[src/rtl/lfsr_apple_placer_pkg.sv]
// Shared types for the snake playfield logic: FSM encoding and the default
// grid coordinate type.
package snake_pkg;

    localparam int COORD_W_DEFAULT = 3;

    typedef logic [COORD_W_DEFAULT-1:0] coord_t;

    typedef enum logic [1:0] {
        IDLE  = 2'd0,
        DRAW  = 2'd1,
        CHECK = 2'd2,
        DONE  = 2'd3
    } state_t;

endpackage

[src/rtl/lfsr_apple_placer_if.sv]
// Placement bus: request/done handshake from game control plus the
// one-cycle occupancy lookup port toward the grid memory.
interface lfsr_apple_placer_if #(
    parameter int LFSR_W  = 12,
    parameter int COORD_W = 3
);
    logic               seed_load;
    logic [LFSR_W-1:0]  seed_in;
    logic               req;
    logic               busy;
    logic               occ_req;
    logic [COORD_W-1:0] occ_x;
    logic [COORD_W-1:0] occ_y;
    logic               occ_hit;
    logic               done;
    logic               fail;
    logic [COORD_W-1:0] apple_x;
    logic [COORD_W-1:0] apple_y;

    // Environment side: game control and occupancy memory.
    modport master (
        output seed_load, seed_in, req, occ_hit,
        input  busy, occ_req, occ_x, occ_y, done, fail, apple_x, apple_y
    );

    // Placer side.
    modport slave (
        input  seed_load, seed_in, req, occ_hit,
        output busy, occ_req, occ_x, occ_y, done, fail, apple_x, apple_y
    );
endinterface

[src/rtl/lfsr_apple_placer_lfsr_core.sv]
// Free-running Fibonacci XNOR LFSR with seed load; shared with the snake
// start-position logic.
module lfsr_core #(
    parameter int                LFSR_W = 12,
    parameter logic [LFSR_W-1:0] TAPS   = 12'h829
) (
    input  logic              clk,
    input  logic              reset,
    input  logic              seed_load,
    input  logic [LFSR_W-1:0] seed_in,
    output logic [LFSR_W-1:0] state
);

    logic [LFSR_W-1:0] state_next;
    logic              fb;

    always_comb begin
        fb = ~^(state & TAPS);
        // All-ones is the XNOR lockup value, so such a seed is mapped to zero.
        if (seed_load) begin
            state_next = (&seed_in) ? '0 : seed_in;
        end else begin
            state_next = {state[LFSR_W-2:0], fb};
        end
    end

    always_ff @(posedge clk or posedge reset) begin
        if (reset) begin
            state <= '0;
        end else begin
            state <= state_next;
        end
    end

endmodule

[src/rtl/lfsr_apple_placer.sv]
// Apple placer: draws LFSR candidates, probes grid occupancy, retries on
// collision and reports the placed cell or a failure with a done pulse.
module lfsr_apple_placer
    import snake_pkg::*;
#(
    parameter int                LFSR_W    = 12,
    parameter logic [LFSR_W-1:0] TAPS      = 12'h829,
    parameter int                COORD_W   = 3,
    parameter int                MAX_TRIES = 8
) (
    input  logic                 clk,
    input  logic                 reset,
    lfsr_apple_placer_if.slave   bus
);

    localparam int                TRIES_W  = $clog2(MAX_TRIES) + 1;
    localparam logic [TRIES_W-1:0] LAST_TRY = TRIES_W'(MAX_TRIES - 1);

    logic [LFSR_W-1:0]  lfsr_state;
    state_t             state_reg;
    logic [TRIES_W-1:0] tries_reg;
    logic [COORD_W-1:0] cand_x_reg;
    logic [COORD_W-1:0] cand_y_reg;
    logic [COORD_W-1:0] apple_x_reg;
    logic [COORD_W-1:0] apple_y_reg;
    logic               fail_reg;
    logic               unused_lfsr_bits;

    lfsr_core #(
        .LFSR_W (LFSR_W),
        .TAPS   (TAPS)
    ) u_lfsr (
        .clk       (clk),
        .reset     (reset),
        .seed_load (bus.seed_load),
        .seed_in   (bus.seed_in),
        .state     (lfsr_state)
    );

    // Only the low 2*COORD_W bits feed the candidate; the rest is pure state.
    assign unused_lfsr_bits = ^lfsr_state;

    always_ff @(posedge clk or posedge reset) begin
        if (reset) begin
            state_reg   <= IDLE;
            tries_reg   <= '0;
            cand_x_reg  <= '0;
            cand_y_reg  <= '0;
            apple_x_reg <= '0;
            apple_y_reg <= '0;
            fail_reg    <= 1'b0;
        end else begin
            case (state_reg)
                IDLE: begin
                    if (bus.req) begin
                        cand_x_reg <= lfsr_state[COORD_W-1:0];
                        cand_y_reg <= lfsr_state[2*COORD_W-1:COORD_W];
                        tries_reg  <= '0;
                        state_reg  <= DRAW;
                    end
                end
                DRAW: begin
                    state_reg <= CHECK;
                end
                CHECK: begin
                    if (!bus.occ_hit) begin
                        apple_x_reg <= cand_x_reg;
                        apple_y_reg <= cand_y_reg;
                        fail_reg    <= 1'b0;
                        state_reg   <= DONE;
                    end else if (tries_reg == LAST_TRY) begin
                        // Previous apple is left in place on failure.
                        fail_reg  <= 1'b1;
                        state_reg <= DONE;
                    end else begin
                        tries_reg  <= tries_reg + TRIES_W'(1);
                        cand_x_reg <= lfsr_state[COORD_W-1:0];
                        cand_y_reg <= lfsr_state[2*COORD_W-1:COORD_W];
                        state_reg  <= DRAW;
                    end
                end
                DONE: begin
                    state_reg <= IDLE;
                end
                default: begin
                    state_reg <= IDLE;
                end
            endcase
        end
    end

    assign bus.busy    = (state_reg != IDLE);
    assign bus.occ_req = (state_reg == DRAW);
    assign bus.occ_x   = (state_reg == DRAW) ? cand_x_reg : '0;
    assign bus.occ_y   = (state_reg == DRAW) ? cand_y_reg : '0;
    assign bus.done    = (state_reg == DONE);
    assign bus.fail    = fail_reg;
    assign bus.apple_x = apple_x_reg;
    assign bus.apple_y = apple_y_reg;

endmodule

[src/flat_wrapper.sv]
// flat-port wrapper written by rule: the top's interface ports become plain ports
module lfsr_apple_placer_flat import snake_pkg::*;
#(
    parameter int                LFSR_W    = 12,
    parameter logic [LFSR_W-1:0] TAPS      = 12'h829,
    parameter int                COORD_W   = 3,
    parameter int                MAX_TRIES = 8
)
  (clk, reset, bus_seed_load, bus_seed_in, bus_req, bus_occ_hit, bus_busy, bus_occ_req, bus_occ_x, bus_occ_y, bus_done, bus_fail, bus_apple_x, bus_apple_y);
  lfsr_apple_placer_if #(.LFSR_W(LFSR_W), .COORD_W(COORD_W)) bus_i ();
  input  logic clk;
  input  logic reset;
  input wire logic [$bits(bus_i.seed_load)-1:0] bus_seed_load;
  input wire logic [$bits(bus_i.seed_in)-1:0] bus_seed_in;
  input wire logic [$bits(bus_i.req)-1:0] bus_req;
  input wire logic [$bits(bus_i.occ_hit)-1:0] bus_occ_hit;
  output wire logic [$bits(bus_i.busy)-1:0] bus_busy;
  output wire logic [$bits(bus_i.occ_req)-1:0] bus_occ_req;
  output wire logic [$bits(bus_i.occ_x)-1:0] bus_occ_x;
  output wire logic [$bits(bus_i.occ_y)-1:0] bus_occ_y;
  output wire logic [$bits(bus_i.done)-1:0] bus_done;
  output wire logic [$bits(bus_i.fail)-1:0] bus_fail;
  output wire logic [$bits(bus_i.apple_x)-1:0] bus_apple_x;
  output wire logic [$bits(bus_i.apple_y)-1:0] bus_apple_y;
  assign bus_i.seed_load = bus_seed_load;
  assign bus_i.seed_in = bus_seed_in;
  assign bus_i.req = bus_req;
  assign bus_i.occ_hit = bus_occ_hit;
  assign bus_busy = bus_i.busy;
  assign bus_occ_req = bus_i.occ_req;
  assign bus_occ_x = bus_i.occ_x;
  assign bus_occ_y = bus_i.occ_y;
  assign bus_done = bus_i.done;
  assign bus_fail = bus_i.fail;
  assign bus_apple_x = bus_i.apple_x;
  assign bus_apple_y = bus_i.apple_y;
  lfsr_apple_placer #(.LFSR_W(LFSR_W), .TAPS(TAPS), .COORD_W(COORD_W), .MAX_TRIES(MAX_TRIES)) u_core (.clk(clk), .reset(reset), .bus(bus_i));
endmodule
[config.mk]
export PLATFORM = sky130hd
export DESIGN_NAME = lfsr_apple_placer_flat
export DESIGN_NICKNAME = d
export VERILOG_FILES = /design/src/rtl/lfsr_apple_placer_pkg.sv /design/src/rtl/lfsr_apple_placer_if.sv /design/src/rtl/lfsr_apple_placer_lfsr_core.sv /design/src/rtl/lfsr_apple_placer.sv /design/src/flat_wrapper.sv
export SDC_FILE = /design/constraint.sdc
export NUM_CORES = 1
export LEC_CHECK = 0
export ABC_AREA = 1
export CAP_MARGIN = 20
export CELL_PAD_IN_SITES_DETAIL_PLACEMENT = 0
export CELL_PAD_IN_SITES_GLOBAL_PLACEMENT = 2
export CORE_ASPECT_RATIO = 2
export CORE_MARGIN = 3
export CORE_UTILIZATION = 29
export CTS_BUF_LIST = sky130_fd_sc_hd__clkbuf_4
export CTS_CLUSTER_SIZE = 8
export DETAILED_ROUTE_END_ITERATION = 6
export GPL_TIMING_DRIVEN = 0
export PLACE_DENSITY_LB_ADDON = 0.1
export SETUP_SLACK_MARGIN = 0.02
export SLEW_MARGIN = 20
export SYNTH_ARGS = -nofsm -noshare
export SYNTH_HDL_FRONTEND = slang
export SYNTH_SLANG_ARGS = --single-unit
export TNS_END_PERCENT = 5
[constraint.sdc]
create_clock -name clk -period 1.66 [get_ports clk]
set_input_delay 0.332 -clock clk [delete_from_list [all_inputs] [get_ports clk]]
set_output_delay 0.332 -clock clk [all_outputs]
set_load 0.005 [all_outputs]
Word level (Yosys, flattened, before mapping)
Cells that the tools add are included.

Equality and inequality tests: 8. Reductions and logical operators: 8. Multiplexer cells: 22. Bitwise gates (word level): 1. Add/sub/neg operators: 1.

Operators by type and width (count): $mux 12 (2); $mux 3 (8); $mux 4 (3); $pmux 3 s2 (2); $reduce_and 12->1 (1); $reduce_xnor 12->1 (1); $pmux 2 s4 (1); $pmux 4 s2 (1); $mux 2 (3); $ne 2x2->1 const B (3); $add 4x1->4 const B (1); $eq 2x2->1 const B (2); $eq 4x3->1 const B (1); $reduce_and 2->1 (2); $reduce_and 4->1 (1); $reduce_bool 2->1 (2); $eq 2x1->1 const B (1); $logic_not 2->1 (1); $mux 1 (2); $ne 2x1->1 const B (1); $not 1->1 (1).

Word-level logic and storage cells: 48. Bits of input ports: 17. Output and inout bits: 16. Flip-flop bits (word level): 31.

Logic depth before layout (Yosys ltp)
Gate-level depths: netlist of run 1.

Word-level depth: 4. Gate-level depth with buffers: 8. Gate-level depth less buffers: 8.

Cells and area by module
Synthesis of run 1 repeated with hierarchy kept, for this count alone.

Cell total of the unflattened synthesis: 214. Area, all modules: 1584.0 µm².

By module, submodules not included: lfsr_apple_placer (seq. area each 475.5 µm², instances 1, cells an instance 109, area an instance 912.1 µm²); lfsr_core (seq. area each 300.3 µm², instances 1, cells an instance 105, area an instance 671.9 µm²).

Least setup slack after synthesis of run 1
Ideal clock, no wire load.

Kind: register -> register. Start point: reg u_core.tries_reg[0]. End point: reg u_core.cand_x_reg[0]. Buffers on the path: 0. Clock period less this slack: 1.210 ns. Library setup time: 0.065 ns. Arrival time: 1.145 ns. Cell stages (with the launch flop): 9. Data required time: 1.595 ns. Setup slack: 0.450 ns. Cell sequence: dfrtp_1 ha_1 nand2_1 nor2_1 nand2_2 nand2_1 nor2_2 nand2_1 nand2_1.

Longest elaborated chain between the ends: 3.

Ends and longest elaborated chain: start, declared (line lfsr_apple_placer.sv:21) `logic [TRIES_W-1:0] tries_reg;`; start signal, assigned (line lfsr_apple_placer.sv:76) `tries_reg <= tries_reg + TRIES_W'(1);`; $eq 4x3->1 (line lfsr_apple_placer.sv:71) `end else if (tries_reg == LAST_TRY) begin`; $ne 2x2->1 (no line); $reduce_and 4->1 (no line); end signal, assigned (line lfsr_apple_placer.sv:56) `cand_x_reg <= lfsr_state[COORD_W-1:0];`; end signal, assigned (line lfsr_apple_placer.sv:77) `cand_x_reg <= lfsr_state[COORD_W-1:0];`; end, declared (line lfsr_apple_placer.sv:22) `logic [COORD_W-1:0] cand_x_reg;`.

No other way between the ends. A chain may end at the register's enable or synchronous reset.

Worst setup path after layout of run 1
Start point: reg u_core.state_reg[0]. End point: out bus_occ_x[1].

Longest elaborated chain between the ends: 2.

Ends and longest elaborated chain: start, declared (line lfsr_apple_placer.sv:20) `state_t state_reg;`; start signal, assigned (line lfsr_apple_placer.sv:45) `state_reg <= IDLE;`; start signal, assigned (line lfsr_apple_placer.sv:59) `state_reg <= DRAW;`; start signal, assigned (line lfsr_apple_placer.sv:63) `state_reg <= CHECK;`; $eq 2x1->1 (line lfsr_apple_placer.sv:94) `assign bus.occ_x = (state_reg == DRAW) ? cand_x_reg : '0;`; $mux 3 (line lfsr_apple_placer.sv:94); end, declared (line flat_wrapper.sv:19) `output wire logic [$bits(bus_i.occ_x)-1:0] bus_occ_x;`.

No other way between the ends.

==> run metrics, run 1 <==
status complete, no violations; Hold Fails Final Rpt 0; post-synthesis area per instance 8.09 sq um; CTS Buf Count 5; startpoint types register; Congestion Overflow GR 0; die area 0.00578 sq mm; Total GRT Usage roughly an eighth; Critical Path Slowest Stage Cell dfrtp_1; Cells after Synth 174; sequential area share after synthesis 55.1%; IO buf count 32; Sw Pwr approximately 930 uW; Layout Nets ~230; CP bufs+invs 4; CP required ~1300 ps; DR WL/cell 12.6 um; Tmin final approximately 1600 ps; Syn Nets 192; initial antenna violation count 0; placed cells ~260; initial core utilization 30.3%; antenna-violating nets left 0; Slew @ Worst Pin between 600 and 700 ps; via count 1240; DRC Markers 0; worst clock skew roughly 13 ps; hold_ws roughly 400 ps; Max rail drop VDD approximately 0.00049 V; Syn Std Cell Area roughly 0.0014 sq mm; die width 55.3 um; total stage count of the critical path 6; Flop pwr share roughly 43%; Comb pwr share about two fifths; Core Region around 0.0046 sq mm; Vert. Die Dim around 100 um; Filler Cell Count around 540; Final Cell Area 0.00186 sq mm; critical path, cell by cell inv_2 > nor2_4 > inv_2 > buf_6 > nor2_1 > buf_2; critical path class reg -> out; Final Non-Filler Cells 271; fin crit share a little over nine tenths; Setup-failing EPs final 0; maximum clock rate slightly above 0.6 GHz; Clock Sinks 31; Critical Path End Type output port; P_int roughly 1.6 mW; first-pass GRT wire length 5.69 mm; WP data arrival between 1000 and 1500 ps; setup_tns 0 ps; Lkg Pwr around 0.99 nW; crit-path max FO 4; Worst Slack Setup Final 38.8 ps; fraction of layout cells with a size suffix above 1 14.8%; Top delay family on crit path flip-flops; TritonCTS clock tree built; Setup Slack @ Placement -67.4 ps; register bit total from synthesis 31; routed wire length 3.40 mm; total power approximately 2.5 mW; GP Congestion 0.699; cell depth of the worst flop-to-flop path 8; antenna cell count 0; Slew headroom between 50% and 60%; Sw Ratio between 30% and 40%; Synth top area share between 50% and 60%; Root Driver clkbuf_4; Final Max Tran Viols 0; clk_lat worst skew between 300 and 400 ps; Detailed Route Iter0 Violations 20; H-tree depth 2; Area Growth Syn to Fin 32.4%; dpl hpwl ~2.7 mm; drt pass-1 iters 4; Synth Warn # 0; post-synth cell types 20; max-capacitance violation count 0; most used cell, CP inv_2; CTS max path bufs 2; I/O pin count 33; Clk network pwr share around 16%; vias in the first global route ~1300; cts hold-fix bufs 0; Hold WC Path Type in -> async; Final Util between 40% and 50%; max FFs per register 12; unrepaired setup endpoints after global routing yes; Pwr Density between 1000 and 1500 mW/mm^2; largest net degree at the start of global routing 32; Clock transition at path regs ~100 ps; Synth area leaders dfrtp_1 55%, nand2_1 19%, nand3_1 5.3%; Site Rows 35; via density per instance roughly 4.6; CP max stage delay 400 ps; Post-DP Area around 0.0018 sq mm; biggest area consumer among synthesized cells dfrtp_1
[repair_timing]
item	in CTS	in global routing
setup endpoints to repair	9	8
cloned	0	0
gates resized for setup	10	22
buffers inserted	3	0
[final cells by class]
| type | count | area (sq um) | share of cell area (%) |
|---|---|---|---|
| Timing Repair Buffer | 35 | 320 | 17.2 |
| Buffer | 4 | 17.5 | 0.940 |
| Inverter | 17 | 66.3 | 3.56 |
| Sequential cell | 31 | 776 | 41.6 |
| Multi-Input combinational cell | 122 | 568 | 30.5 |
| Clock buffer | 5 | 37.5 | 2.01 |
| Tap cell | 55 | 68.8 | 3.69 |
| Clock inverter | 2 | 8.76 | 0.470 |
[power groups by stage]
stage / combinational (mW) / clock (mW) / sequential (mW)
detailed placement: 0.993 / 0 / 1.11
floorplan: 0.502 / 0 / 1.09
CTS: 1.03 / 0.424 / 1.08
global placement: 0.978 / 0 / 1.10
global route: 1.15 / 0.459 / 1.11
finish: 1.03 / 0.405 / 1.08
[logic make-up after synthesis]
logic type,synth area share (%)
buf+inv,5.78
simple gates,32.9
flops,55.1
xor+xnor,2.49
fa+ha+maj,0.889
compound gates,2.84
[Yosys cell counts]
library cell and instances:
nand3b_1 1, nand3_2 1, inv_2 6, nand2_1 72
nand3_1 15, inv_1 11, nand2_4 1, nor2_2 1
dfrtp_1 31, ha_1 1, clkbuf_1 1, nand4_1 2
o21ai_1 8, nor2_4 1, buf_2 2, buf_1 1
nand2_2 1, xnor2_1 2, nor2_1 14, xor2_1 2
[routing by layer]
metal / up-vias / track usage, % / wire length (um)
met2: 31 / 26.2 / 2050
li1: 621 / - / -
met3: 6 / 3.23 / 153
met4: 0 / 5.22 / 70
met5: - / 0 / 0
met1: 582 / 10.5 / 1130
[cell usage in the layout (no fill, tap or decap), types with 2 or more instances in the layout]
| cell | Yosys | final |
|---|---|---|
| o21ai_1 | 8 | 8 |
| nand4_1 | 2 | 2 |
| inv_1 | 11 | 10 |
| buf_6 | 0 | 2 |
| nor2_2 | 1 | 2 |
| nand3_1 | 15 | 15 |
| inv_2 | 6 | 6 |
| clkbuf_2 | 0 | 3 |
| nor2_4 | 1 | 3 |
| nor2_1 | 14 | 11 |
| clkbuf_4 | 0 | 5 |
| clkdlybuf4s50_1 | 0 | 23 |
| buf_2 | 2 | 5 |
| dlygate4sd2_1 | 0 | 2 |
| nand2_1 | 72 | 72 |
| xnor2_1 | 2 | 2 |
| xor2_1 | 2 | 2 |
| dfrtp_1 | 31 | 31 |
[path summary, 6_finish.rpt]
path | start | end | slack, ps
worst max-delay path | u_core.state_reg[0]$_DFFE_PP0P_ | bus_occ_x[1] | 40
worst min-delay path | reset | u_core.bus.apple_x[0]$_DFFE_PP0P_ | 400
worst min register to register | u_core.u_lfsr.state[10]$_DFF_PP0_ | u_core.u_lfsr.state[11]$_DFF_PP0_ | 460
max in group asynchronous | reset | u_core.u_lfsr.state[6]$_DFF_PP0_ | 820
min in group clk | u_core.u_lfsr.state[10]$_DFF_PP0_ | u_core.u_lfsr.state[11]$_DFF_PP0_ | 460
worst max register to register | u_core.tries_reg[0]$_DFFE_PP0P_ | u_core.cand_x_reg[0]$_DFFE_PP0P_ | 220
(Power assumes the default switching activity.)
==> inputs of run 2 (changes only) <==
Settings changed: ABC_AREA 1 to unset, CORE_UTILIZATION 29 to 32, SYNTH_HIERARCHICAL set to 1.
==> run metrics, run 2 <==
Setup-failing EPs final 2 (+2); fin crit share 100% (+2.8 points); GP Congestion 0.705 (+0.83%); startpoint types register; max FFs per register 12 (unchanged); DRC Markers 0 (unchanged); Lkg Pwr 0.923 nW (-6.5%); status complete, but fails checks; top-count cell post-synth dfrtp_1; max-capacitance violation count 0 (unchanged); routed wire length 3.10 mm (-8.8%); Slew @ Worst Pin 738 ps (+88.9 ps); Critical Path End Type output port; Critical Path Slowest Stage Cell dfrtp_1; Site Rows 33 (-5.7%); Filler Cell Count 443 (-17%); cts hold-fix bufs 0 (unchanged); EDFF count, synth 0 (unchanged); Total GRT Usage 13.3% (+0.62 points); I/O pin count 33 (unchanged); multi-input logic area 578 sq um (+1.8%); vias in the first global route 1143 (-13%); ys async rst share 100% (unchanged); Clock Sinks 31 (unchanged); critical path class reg -> out; antenna cell count 0 (unchanged); Synth area leaders dfrtp_1 54%, mux2_4 6.3%, o22ai_1 5.3%; Area Growth Syn to Fin 34.2%; Detailed Route Iter0 Violations 19 (-5.0%); initial antenna violation count 0 (unchanged); Layout Nets 189 (-19%); CTS Buf Count 5 (unchanged); clk_lat worst skew 320 ps (about the same); Final Max Tran Viols 0 (unchanged); post-synth cell types 35 (+75%); Hold WC Path Type in -> async; Syn Nets 147 (-23%); initial core utilization 33.9% (+3.6 points); unrepaired setup endpoints after global routing yes; via density per instance 4.80 (+5.0%); register bit total from synthesis 31 (unchanged); WP data arrival 1340 ps (+50 ps); total power 2.70 mW (+7.5%); register area 777 sq um (+0.16%); violated checks negative setup slack; Max rail drop VDD 0.000636 V (+29%); first-pass GRT wire length 5.14 mm (-9.6%); worst clock skew 9.39 ps (-3.50 ps); Hold Fails Final Rpt 0 (unchanged); biggest area consumer among synthesized cells dfrtp_1; Final Cell Area 0.00192 sq mm (+2.9%); most used cell, CP buf_6; Vert. Die Dim 101 um (-3.9%); CP max stage delay 390 ps (about the same); most frequent cells in the layout 30 x dfrtp_1, 23 x clkdlybuf4s50_1, 14 x inv_1; fraction of layout cells with a size suffix above 1 25.7% (+11 points); Worst Setup EP bus_occ_x[2]; Worst Slack Setup Final -7.73 ps (-46.6 ps); die area 0.00535 sq mm (-7.4%); via count 1071 (-14%); CTS max path bufs 2 (unchanged); commonest non-fill, non-tap cell in the layout dfrtp_1; die width 53.3 um (-3.6%); crit-path max FO 7 (+3); Cells after Synth 129 (-26%); Tmin final 1670 ps (+46.6 ps); TritonCTS clock tree built; RR Endpoint u_core/cand_y_reg[2]$_DFFE_PP0P_; Synth top area share 54.3% (-0.82 points); sequential area share after synthesis 54.3% (-0.82 points); CP required 1330 ps (about the same); cell depth of the worst flop-to-flop path 6 (-2); drt pass-1 iters 4 (unchanged); setup_tns -11.5 ps (-11.5 ps); Synth Warn # 6 (+6); Final Non-Filler Cells 223 (-18%); IO buf count 32 (unchanged); Core Region 0.00421 sq mm (-9.3%); Setup Slack @ Placement -291 ps (-223 ps); post-synthesis area per instance 11.1 sq um (+37%); worst r2r src u_core/tries_reg[1]$_DFFE_PP0P_; critical path, cell by cell and2b_4 > buf_6 > and2_4 > buf_6; dpl hpwl 2.43 mm (-8.3%); Worst Setup SP u_core/state_reg[1]$_DFFE_PP0P_; worst reg2reg setup slack 10 ps (-210 ps); largest net degree at the start of global routing 20 (-38%); placed cells 213 (-18%); Root Driver clkbuf_4; Syn Std Cell Area 0.00143 sq mm (+1.5%); Post-DP Area 0.00181 sq mm (+0.98%); Clock transition at path regs 90 ps (about the same); DR WL/cell 13.9 um (+11%); maximum clock rate 0.600 GHz (-2.8%); synth cell count leaders 31 x dfrtp_1, 14 x inv_1, 13 x nand2_1; Pwr Density 1410 mW/mm^2 (+4.5%); Slew headroom 50.8% (-5.9 points); Synth Flop Type dfrtp_1; antenna-violating nets left 0 (unchanged); Congestion Overflow GR 0 (unchanged); H-tree depth 2 (unchanged)
-- run 2: worst min path at each step --
stage,start,to,cells after the start
after floorplan,reset,u_core/u_lfsr/state[0]$_DFF_PP0_,1
after global placement,u_core/bus.apple_x[2]$_DFFE_PP0P_,u_core/bus.apple_x[2]$_DFFE_PP0P_,1
after detailed placement,u_core/bus.fail$_DFFE_PP0P_,u_core/bus.fail$_DFFE_PP0P_,2
after CTS,reset,u_core/u_lfsr/state[0]$_DFF_PP0_,2
after global routing,reset,u_core/u_lfsr/state[10]$_DFF_PP0_,2
final,reset,u_core/u_lfsr/state[10]$_DFF_PP0_,2
-- run 2: power breakdown --
part,internal [mW],switching (mW)
Clock,0.150,0.233
Combinational,0.760,0.423
Sequential,0.986,0.153
-- run 2: logic make-up (layout without fill, tap and decap cells) --
family,Yosys count,count (layout),share of synthesized area [%]
AOI/OAI and AO/OA,20,20,9.28
and+or+nand+nor,41,41,15.9
xor gates and xnor gates,3,3,1.84
buffers and inverters,21,63,6.83
muxes,12,12,11.0
adders and majority gates,1,1,0.876
DFF,31,31,54.3
-- run 2: per-stage QoR --
stage	hold WS [ps]	utilization (%)
finish	338	45.5
global route	378	45.5
CTS	338	44.6
detailed placement	486	43.1
global placement	473	43.1
floorplan	197	-
-- run 2: area by class of cell --
class / count / share of cell area [%]
sequential: 31 / 40.5
multi-input combinational: 77 / 30.2
timing repair buffer: 36 / 18.1
tap: 52 / 3.39
inverter: 14 / 2.74
buffer: 6 / 2.61
clock buffer: 5 / 1.96
clock inverter: 2 / 0.457
-- run 2: layer usage --
metal,GRT usage (%),routed length [um],vias to the layer above
met5,0,0,-
met4,6.50,70,0
met3,3.56,152,6
met2,25.4,1900,28
met1,11.8,976,512
li1,-,-,525
-- run 2: worst max-delay path: cells and delay by family, from the launching register on --
family        cells  cell delay, ps
buf+inv           2             190
flops             1             390
simple gates      2             440
-- run 2: repair_timing --
action / 4_1_cts / 5_1_grt
pin swaps: 1 / 8
endpoints found under the setup margin: 17 / 22
resized for setup: 29 / 20
setup buffers: 2 / 2
hold endpoints to repair: 0 / 0
==> inputs of run 3 (changes only) <==
Settings changed: SLEW_MARGIN 20 to unset.
==> results of run 3 <==
Final layout, timing and power as in run 2 (identical DEF).
